File: config.mk
export PLATFORM = sky130hd
export DESIGN_NAME = lvt_rd_streamer_flat
export DESIGN_NICKNAME = d
export VERILOG_FILES = /design/src/rtl/lvt_pkg.sv /design/src/rtl/lvt_rd_streamer_if.sv /design/src/rtl/rd_skid_fifo.sv /design/src/rtl/lvt_rd_streamer.sv /design/src/flat_wrapper.sv
export SDC_FILE = /design/constraint.sdc
export NUM_CORES = 1
export LEC_CHECK = 0
export ABC_AREA = 1
export CAP_MARGIN = 20
export CELL_PAD_IN_SITES_DETAIL_PLACEMENT = 1
export CELL_PAD_IN_SITES_GLOBAL_PLACEMENT = 1
export CORE_MARGIN = 2
export CORE_UTILIZATION = 43
export CTS_BUF_LIST = sky130_fd_sc_hd__clkbuf_4 sky130_fd_sc_hd__clkbuf_8
export DETAILED_ROUTE_END_ITERATION = 8
export GPL_TIMING_DRIVEN = 0
export PLACE_DENSITY = 0.9
export RECOVER_POWER = 50
export SETUP_SLACK_MARGIN = 0.1
export SLEW_MARGIN = 20
export SYNTH_ARGS = -nofsm -noshare
export SYNTH_HDL_FRONTEND = slang
export SYNTH_SLANG_ARGS = --single-unit
File: constraint.sdc
create_clock -name clk -period 2.2 [get_ports clk]
set_input_delay 0.44 -clock clk [delete_from_list [all_inputs] [get_ports clk]]
set_output_delay 0.44 -clock clk [all_outputs]
set_load 0.02 [all_outputs]
File: src/rtl/lvt_pkg.sv
// Shared definitions for the LVT memory and its read-side streamer:
// default geometry and the streamer FSM state encoding.
package lvt_pkg;

  localparam int LVT_ADDR_W = 7;
  localparam int LVT_DATA_W = 5;

  typedef enum logic [1:0] {
    IDLE  = 2'd0,
    ISSUE = 2'd1,
    DRAIN = 2'd2
  } rd_state_e;

endpackage

File: src/rtl/lvt_rd_streamer_if.sv
// Command and output-stream bundle of the LVT read streamer.
// The master modport is the streamer; the slave modport is the commander/consumer.
interface lvt_rd_streamer_if
  import lvt_pkg::*;
#(
  parameter int ADDR_W = LVT_ADDR_W,
  parameter int DATA_W = LVT_DATA_W
) ();

  logic              cmd_valid;
  logic              cmd_ready;
  logic [ADDR_W-1:0] cmd_addr;
  logic [ADDR_W:0]   cmd_len;
  logic              out_valid;
  logic              out_ready;
  logic [DATA_W-1:0] out_data;
  logic              out_last;

  modport master (
    input  cmd_valid, cmd_addr, cmd_len, out_ready,
    output cmd_ready, out_valid, out_data, out_last
  );

  modport slave (
    output cmd_valid, cmd_addr, cmd_len, out_ready,
    input  cmd_ready, out_valid, out_data, out_last
  );

endinterface

File: src/rtl/rd_skid_fifo.sv
// Synchronous FIFO with a registered head word and an occupancy count,
// used as the output buffer of the read streamer.
module rd_skid_fifo
  import lvt_pkg::*;
#(
  parameter  int WIDTH = LVT_DATA_W + 1,
  parameter  int DEPTH = 4,
  localparam int PTR_W = $clog2(DEPTH),
  localparam int CNT_W = PTR_W + 1
) (
  input  logic             clk,
  input  logic             rst,
  input  logic             push,
  input  logic [WIDTH-1:0] push_data,
  input  logic             pop,
  output logic [WIDTH-1:0] head_data,
  output logic [CNT_W-1:0] count
);

  logic [WIDTH-1:0] ram_q [DEPTH];
  logic [WIDTH-1:0] ram_d [DEPTH];
  logic [PTR_W-1:0] wr_ptr_q, wr_ptr_d;
  logic [PTR_W-1:0] rd_ptr_q, rd_ptr_d;
  logic [CNT_W-1:0] count_q, count_d;
  logic [WIDTH-1:0] head_q, head_d;

  always_comb begin
    // NOTE: every signal gets its hold value first, so no path can infer a latch.
    ram_d    = ram_q;
    wr_ptr_d = wr_ptr_q;
    rd_ptr_d = rd_ptr_q;
    count_d  = count_q;
    head_d   = head_q;

    if (push) begin
      ram_d[wr_ptr_q] = push_data;
      wr_ptr_d        = wr_ptr_q + PTR_W'(1);
    end
    if (pop) rd_ptr_d = rd_ptr_q + PTR_W'(1);

    case ({push, pop})
      2'b10:   count_d = count_q + CNT_W'(1);
      2'b01:   count_d = count_q - CNT_W'(1);
      default: count_d = count_q;
    endcase

    // Head tracks ram[rd_ptr]: take the next stored word, or bypass an
    // incoming word when the FIFO is (or is about to become) empty.
    if (pop && count_q > CNT_W'(1)) begin
      head_d = ram_q[rd_ptr_d];
    end else if (push && (count_q == '0 || (pop && count_q == CNT_W'(1)))) begin
      head_d = push_data;
    end
  end

  always_ff @(posedge clk or posedge rst) begin
    // NOTE: sequential state is updated with non-blocking assignments only.
    if (rst) begin
      wr_ptr_q <= '0;
      rd_ptr_q <= '0;
      count_q  <= '0;
      head_q   <= '0;
    end else begin
      wr_ptr_q <= wr_ptr_d;
      rd_ptr_q <= rd_ptr_d;
      count_q  <= count_d;
      head_q   <= head_d;
    end
  end

  // NOTE: the storage array is not reset; pointers and count define validity.
  always_ff @(posedge clk) begin
    ram_q <= ram_d;
  end

  assign head_data = head_q;
  assign count     = count_q;

endmodule

File: src/rtl/lvt_rd_streamer.sv
// Read-side burst engine for the LVT RAM: turns (addr, len) commands into
// credit-limited back-to-back reads and a valid/ready stream with a last flag.
module lvt_rd_streamer
  import lvt_pkg::*;
#(
  parameter int ADDR_W     = LVT_ADDR_W,
  parameter int DATA_W     = LVT_DATA_W,
  parameter int RD_LAT     = 1,
  parameter int FIFO_DEPTH = 4
) (
  input  logic                clk,
  input  logic                rst,
  lvt_rd_streamer_if.master   io,
  output logic                mem_rd_en,
  output logic [ADDR_W-1:0]   mem_rd_addr,
  input  logic [DATA_W-1:0]   mem_rd_data,
  output logic                busy
);

  localparam int CNT_W = $clog2(FIFO_DEPTH) + 1;

  rd_state_e         state_q, state_d;
  logic [ADDR_W-1:0] addr_q, addr_d;
  logic [ADDR_W:0]   remain_q, remain_d;
  logic [RD_LAT-1:0] vld_q, vld_d;
  logic [RD_LAT-1:0] lst_q, lst_d;

  logic [CNT_W-1:0]  fifo_count;
  logic [CNT_W-1:0]  inflight;
  logic [DATA_W:0]   head;
  logic              credit_ok;
  logic              issue;
  logic              pop;

  // Reads in flight plus buffered words may never exceed the FIFO depth,
  // so returning data always has a slot regardless of back-pressure.
  always_comb begin
    inflight = '0;
    for (int i = 0; i < RD_LAT; i++) inflight = inflight + CNT_W'(vld_q[i]);
    credit_ok = ({1'b0, inflight} + {1'b0, fifo_count}) < (CNT_W + 1)'(FIFO_DEPTH);
  end

  assign issue = (state_q == ISSUE) && credit_ok;
  assign pop   = io.out_valid && io.out_ready;

  always_comb begin
    state_d  = state_q;
    addr_d   = addr_q;
    remain_d = remain_q;
    case (state_q)
      IDLE: begin
        // A zero-length command is consumed here without leaving IDLE.
        if (io.cmd_valid && io.cmd_len != '0) begin
          addr_d   = io.cmd_addr;
          remain_d = io.cmd_len;
          state_d  = ISSUE;
        end
      end
      ISSUE: begin
        if (issue) begin
          addr_d   = addr_q + ADDR_W'(1);
          remain_d = remain_q - (ADDR_W + 1)'(1);
          if (remain_q == (ADDR_W + 1)'(1)) state_d = DRAIN;
        end
      end
      DRAIN: begin
        if (pop && head[DATA_W]) state_d = IDLE;
      end
      default: state_d = IDLE;
    endcase
  end

  // Issue-flag pipe mirrors the memory latency; its last tap marks valid read data.
  always_comb begin
    vld_d    = '0;
    lst_d    = '0;
    vld_d[0] = issue;
    lst_d[0] = issue && (remain_q == (ADDR_W + 1)'(1));
    for (int i = 1; i < RD_LAT; i++) begin
      vld_d[i] = vld_q[i-1];
      lst_d[i] = lst_q[i-1];
    end
  end

  always_ff @(posedge clk or posedge rst) begin
    if (rst) begin
      state_q  <= IDLE;
      addr_q   <= '0;
      remain_q <= '0;
      vld_q    <= '0;
      lst_q    <= '0;
    end else begin
      state_q  <= state_d;
      addr_q   <= addr_d;
      remain_q <= remain_d;
      vld_q    <= vld_d;
      lst_q    <= lst_d;
    end
  end

  rd_skid_fifo #(
    .WIDTH (DATA_W + 1),
    .DEPTH (FIFO_DEPTH)
  ) u_fifo (
    .clk       (clk),
    .rst       (rst),
    .push      (vld_q[RD_LAT-1]),
    .push_data ({lst_q[RD_LAT-1], mem_rd_data}),
    .pop       (pop),
    .head_data (head),
    .count     (fifo_count)
  );

  assign mem_rd_en    = issue;
  assign mem_rd_addr  = addr_q;
  assign busy         = (state_q != IDLE);
  assign io.cmd_ready = (state_q == IDLE);
  assign io.out_valid = (fifo_count != '0);
  assign io.out_data  = head[DATA_W-1:0];
  assign io.out_last  = head[DATA_W];

endmodule

File: src/flat_wrapper.sv
// flat-port wrapper written by rule: the top's interface ports become plain ports
module lvt_rd_streamer_flat import lvt_pkg::*;
#(
  parameter int ADDR_W     = LVT_ADDR_W,
  parameter int DATA_W     = LVT_DATA_W,
  parameter int RD_LAT     = 1,
  parameter int FIFO_DEPTH = 4
)
  (clk, rst, mem_rd_en, mem_rd_addr, mem_rd_data, busy, io_cmd_valid, io_cmd_addr, io_cmd_len, io_out_ready, io_cmd_ready, io_out_valid, io_out_data, io_out_last);
  lvt_rd_streamer_if #(.ADDR_W(ADDR_W), .DATA_W(DATA_W)) io_i ();
  input  logic clk;
  input  logic rst;
  output logic mem_rd_en;
  output logic [ADDR_W-1:0] mem_rd_addr;
  input  logic [DATA_W-1:0] mem_rd_data;
  output logic busy;
  input wire logic [$bits(io_i.cmd_valid)-1:0] io_cmd_valid;
  input wire logic [$bits(io_i.cmd_addr)-1:0] io_cmd_addr;
  input wire logic [$bits(io_i.cmd_len)-1:0] io_cmd_len;
  input wire logic [$bits(io_i.out_ready)-1:0] io_out_ready;
  output wire logic [$bits(io_i.cmd_ready)-1:0] io_cmd_ready;
  output wire logic [$bits(io_i.out_valid)-1:0] io_out_valid;
  output wire logic [$bits(io_i.out_data)-1:0] io_out_data;
  output wire logic [$bits(io_i.out_last)-1:0] io_out_last;
  assign io_i.cmd_valid = io_cmd_valid;
  assign io_i.cmd_addr = io_cmd_addr;
  assign io_i.cmd_len = io_cmd_len;
  assign io_i.out_ready = io_out_ready;
  assign io_cmd_ready = io_i.cmd_ready;
  assign io_out_valid = io_i.out_valid;
  assign io_out_data = io_i.out_data;
  assign io_out_last = io_i.out_last;
  lvt_rd_streamer #(.ADDR_W(ADDR_W), .DATA_W(DATA_W), .RD_LAT(RD_LAT), .FIFO_DEPTH(FIFO_DEPTH)) u_core (.clk(clk), .rst(rst), .io(io_i), .mem_rd_en(mem_rd_en), .mem_rd_addr(mem_rd_addr), .mem_rd_data(mem_rd_data), .busy(busy));
endmodule
# Word level (Yosys, flattened, before mapping)
# Cells that the tools add are included.
dict set report totals {
  ff_bits 56
  inputBits 24
  output_inout_bits 17
  word_cells 78
}
dict set report classes {
  add_sub_neg 7
  n_lt_le_gt_ge 5
  eq_ne 10
  mux 21
  n_bitwise 2
  n_reduce_logical 20
}
# cell count
set op_table {}
lappend op_table {{6-bit 2-to-1 mux} 5}
lappend op_table {{24-bit bitwise mux} 1}
lappend op_table {{8-bit 2-to-1 mux} 2}
lappend op_table {{8-bit case mux with 2 select lines} 1}
lappend op_table {{7-bit 2-to-1 mux} 2}
lappend op_table {{7-bit case mux with 2 select lines} 1}
lappend op_table {{6-bit binary-select mux with 2-bit select} 1}
lappend op_table {{6-bit demux with 2-bit select} 1}
lappend op_table {{2-bit 2-to-1 mux} 5}
lappend op_table {{1-bit logical AND} 9}
lappend op_table {{8-bit by 1-bit equality test with 1-bit output (second input constant)} 1}
lappend op_table {{2-bit nonzero test} 4}
lappend op_table {{8-bit nonzero test} 1}
lappend op_table {{8-bit by 1-bit subtractor with 8-bit output (second input constant)} 1}
lappend op_table {{7-bit by 1-bit adder with 7-bit output (second input constant)} 1}
lappend op_table {{3-bit >= comparator (second input constant)} 2}
lappend op_table {{2-bit by 1-bit != test with 1-bit output (second input constant)} 3}
lappend op_table {{2-bit inverter with 3-bit output} 2}
lappend op_table {{2-bit case mux with 3 select lines} 1}
lappend op_table {{3-bit case mux with 2 select lines} 1}
lappend op_table {{1-bit by 3-bit adder with 4-bit output} 1}
lappend op_table {{2-bit by 1-bit adder with 2-bit output (second input constant)} 2}
lappend op_table {{2-bit by 1-bit equality test with 1-bit output (second input constant)} 2}
lappend op_table {{2-bit equality test (second input constant)} 2}
lappend op_table {{other kinds (13)} 13}

# Logic depth before layout (Yosys ltp)
dict set report logic_depth {
  word_depth 8
  mapped_depth 11
  ltp_nobuf 11
}

# Cells and area by module
# Synthesis repeated with hierarchy kept, for this count alone.
dict set report hier_totals {
  hier_cells 387
  hier_area_um2 3116.7
}
# mod n_inst cells_each area_each_um2 seq_area_each_um2
set modules_own_cells {}
lappend modules_own_cells {rd_skid_fifo 1 187 1795.5 1046.0}
lappend modules_own_cells {lvt_rd_streamer 1 200 1321.3 475.5}

# Worst setup path after synthesis
# No wires, ideal clock.
dict set report synth_timing {
  path_type {reg2reg}
  start {register u_core.u_fifo.count_q[0] (netlist: u_core.u_fifo.count[0])}
  end {register u_core.u_fifo.count_q[2] (netlist: u_core.u_fifo.count[2])}
  setup_ns 0.118
  t_arrival_ns 1.628
  required_ns 2.082
  setup_slack_ns 0.454
  path_stages_with_launch 11
  n_path_buf 0
  period_less_slack_ns 1.746
  cell_sequence {dfrtp_1 inv_1 ha_1 nand2_4 nand2_4 inv_4 ha_1 nor2_1 o21ai_0 xor2_1 inv_1}
}
dict set report synth_via {
  elab_chain_cells 4
  elab_cells_between_ends 8
  classes_between {add/sub (2); eq/ne (2); mux (1); reduce/logical (3)}
}
# item line_no
set synth_lines {}
lappend synth_lines {{start: declaration} rd_skid_fifo.sv:24} ;# logic [CNT_W-1:0] count_q, count_d;
lappend synth_lines {{start signal: assignment} rd_skid_fifo.sv:66} ;# count_q <= count_d;
lappend synth_lines {{3-bit nonzero test *} lvt_rd_streamer.sv:118} ;# assign io.out_valid = (fifo_count != '0);
lappend synth_lines {{named net io_out_valid} flat_wrapper.sv:22} ;# output wire logic [$bits(io_i.out_valid)-1:0] io_out_valid;
lappend synth_lines {{1-bit logical AND *} lvt_rd_streamer.sv:44} ;# assign pop = io.out_valid && io.out_ready;
lappend synth_lines {{2-bit by 1-bit equality test with 1-bit output / 2-bit equality test (equally long branches)} rd_skid_fifo.sv:41} ;# case ({push, pop})
lappend synth_lines {{3-bit case mux with 2 select lines / 2-bit nonzero test (equally long branches)} --}
# The timed path passes the listed nets; every way through them passes the cells marked *.
# A chain may end at the register's enable or synchronous reset.

# Worst setup path after layout
dict set report layout_timing {
  start {register u_core.vld_q}
  end {output port mem_rd_en}
}
dict set report layout_via {
  elab_chain_cells 3
}
# item line_no
set layout_lines {}
lappend layout_lines {{start: declaration} lvt_rd_streamer.sv:25} ;# logic [RD_LAT-1:0] vld_q, vld_d;
lappend layout_lines {{start signal: assignment} lvt_rd_streamer.sv:96} ;# vld_q <= vld_d;
lappend layout_lines {{1-bit by 3-bit adder with 4-bit output} lvt_rd_streamer.sv:40} ;# credit_ok = ({1'b0, inflight} + {1'b0, fifo_count}) < (CNT_W + 1)'(FIFO_DEPTH);
lappend layout_lines {{4-bit by 3-bit < comparator with 1-bit output} lvt_rd_streamer.sv:40}
lappend layout_lines {{1-bit logical AND} lvt_rd_streamer.sv:43} ;# assign issue = (state_q == ISSUE) && credit_ok;
lappend layout_lines {{end: declaration} flat_wrapper.sv:13} ;# output logic mem_rd_en;
# No other way between the ends.

==> flow_summary.ini <==
[outcome]
status = finished, final reports clean

[clocking]
cts_max_path_buffers = 2
root_buffer = clkbuf_8
cts_tree = built
path_clk_slew_ps = 100
cts-htree-levels = 2
cts_hold_buf = 0
cts_buffers = 5
clock_latency_ps = 320
cts_sinks = 56

[sta]
setup_viol = 0
clock_skew_ps = 13.2
fmax_mhz = 501
min_period_over_period_pct = 90.7
report.final.hold_viol_count = 0
period_needed_ps = 2000
drv_slew = 0
setup-tns-final_ps = 0
slew_headroom_pct = 14.7
worstMarginPinSlew_ps = 1280
grt_setup_unrepaired = yes

[layout]
num_antenna_cells = 0
area_growth_pct = 20.7
fillers = 850
finish.utilization_pct = 54.1
seq_area_mm2 = 0.00152
multi_input_area_mm2 = 0.00130
drive_gt1_share_pct = 9.90
fin_nets = 449

[logic_synthesis]
yosysUniqueCellTypes = 21
ys_warn_count = 0
synth-edff-count = 24
synth_most_common_cell = nand2_1
synth_area_mm2 = 0.00308
synth_ff_type = dfrtp_1
syn-num-nets = 400
synth_common_cells = 116 x nand2_1, 60 x nand3_1, 38 x inv_1
syn_area_per_cell_um2 = 8.46
synth_top_cell_area_share_pct = 26.0
yosys.area.top_type = dfrtp_1
ys_top_cells_by_area = dfrtp_1 26%, edfxtp_1 23%, nand2_1 14%, nand3_1 9.8%, ha_1 4.9%
syn_inst = 364
async_flop_share_pct = 57.1
ys_seq_elements = 56
ys_seq_area_share_pct = 49.4

[floorplan]
dieArea_mm2 = 0.00785
io_pins = 41
start_util_pct = 44.8
die_x_um = 88.6
rows = 30
fp.coreArea_mm2 = 0.00687
die_h_um = 88.6

[route]
routed_wl_um = 8000
drc = 0
via_count = 2578
viasPerCell = 5.05
wl_per_cell_um = 15.7
drtIter0Drc = 128
ant_nets = 0
firstDrtPassIters = 4

[run]
cap_violations = 0

[critical_path]
critPathSlowestCell = dfrtp_1
crit_type = reg2out
cp.arrival_ps = 1560
cp-start-kind = register
critPathRequiredTime_ps = 1760
cp_slowest_stage_delay_ps = 370
cp_common_cell = nand2_1
path_delay_family = buffers and inverters
cp_num_buf_inv = 3
ff2ff_setup_slack_ps = 340
critPathMaxFanout = 10
path_cells = buf_2, nand2_1, nand2_1, nand2_1, nand2_1, inv_1, clkdlybuf4s15_1
end_kind = output pin

[place]
place.gp.congestion = 0.781
io_buffers = 40
hpwl_um = 6270

[global_route]
grt_pass1_wl_um = 13200
antenna_found_initial = 0
grt.overflow.total = 0
grt.total_usage_pct = 22.3
grt_max_degree = 33
grt_pass1_vias = 2711

[power]
p_comb_share_pct = 55.9
sw_frac_of_total_pct = 47.2
netSwitchingPower_mw = 2.54
power_mw = 5.38
p_int_mw = 2.84
clkPwrFrac_pct = 11.1
pwr_density_cell_mw_per_mm2 = 1450
seqPwrFrac_pct = 33.0
p_leak_nw = 1.74
ir_worst_vdd_uv = 622

[worst_hold_path]
hp-class = reg2reg
layout make-up:
cell class                      count  area share (%)
Clock inverter                      3           0.741
Sequential cell                    56            41.0
Multi-Input combinational cell    254            35.0
Inverter                           44            4.58
Tap cell                           96            3.23
Timing Repair Buffer               42            11.2
Buffer                             10            2.36
Clock buffer                        5            1.85
layer usage:
layer,GRT usage (%),vias up,share of wire [%],wire length (um)
met5,0,-,0,0
met2,43.4,50,55,4390
met4,5.65,0,1.2,99
li1,-,1267,-,-
met3,3.26,8,3.4,273
met1,25.2,1253,40,3230
worst paths after layout:
path	from	end	cells past startpoint
worst min register to register	u_core.u_fifo.count[0]	u_core.u_fifo.count[0]	1
max in group asynchronous	rst	u_core.u_fifo.count[0]	2
min in group asynchronous	rst	u_core.u_fifo.head_data[2]	2
worst min-delay path	u_core.u_fifo.count[0]	u_core.u_fifo.count[0]	1
worst max-delay path	u_core.vld_q	mem_rd_en	7
worst max register to register	u_core.u_fifo.count[0]	u_core.u_fifo.count[2]	10
cells in the final DEF, fill, tap and decap left out, types with 3 or more instances in the layout:
master	n
inv_1	38
clkbuf_8	5
xor2_1	3
buf_2	4
buf_6	6
nor2_1	17
dfrtp_1	31
nand3_1	60
nand4_1	5
or2_2	4
nand2_4	5
inv_2	4
xnor2_1	5
edfxtp_1	24
ha_1	12
o21ai_1	15
clkdlybuf4s50_1	30
dlygate4sd3_1	6
o21ai_0	7
nand2_1	116
power by group through the flow:
stage | Sequential (mW) | Combinational [mW] | Clock [mW]
2_1_floorplan | 1.85 | 1.93 | 0
3_3_place_gp | 1.77 | 2.82 | 0
3_5_place_dp | 1.80 | 3.02 | 0
4_1_cts | 1.77 | 3.06 | 0.613
5_1_grt | 1.83 | 3.35 | 0.657
6_report | 1.77 | 3.01 | 0.599
timing repair:
action / CTS / global route
setup buffers: 2 / 0
endpoints found under the hold margin: 0 / 0
resized for setup: 4 / 3
endpoints found under the setup margin: 4 / 3
state kept, by name (all words and copies together) (netlist names):
| register | count |
|---|---|
| u_core.lst_q | 1 |
| u_core.mem_rd_addr | 7 |
| u_core.u_fifo.count | 3 |
| u_core.u_fifo.head_data | 6 |
| u_core.remain_q | 8 |
| u_core.state_q | 2 |
| u_core.u_fifo.ram_q | 24 |
| u_core.u_fifo.wr_ptr_q | 2 |
| u_core.vld_q | 1 |
| u_core.u_fifo.rd_ptr_q | 2 |
through the flow:
step | instances | hold slack, ps | worst slack, ps | area (um2)
CTS | 510 | 541 | 110 | 3710
global route | 510 | 558 | 73.7 | 3710
global placement | 500 | 495 | 141 | 3600
detailed placement | 500 | 506 | 110 | 3600
floorplan | 364 | 475 | 454 | 3080
finish | 510 | 533 | 204 | 3710
kinds of logic (layout without fill, tap and decap cells):
group | count (synthesis) | count (layout) | synth area share, %
compound gates | 22 | 22 | 3.58
xor+xnor | 8 | 8 | 2.28
fa+ha+maj | 12 | 12 | 4.88
buf+inv | 54 | 104 | 8.37
flops | 56 | 56 | 49.4
simple gates | 212 | 212 | 31.5
No activity file was read; power rests on OpenSTA's default activity.
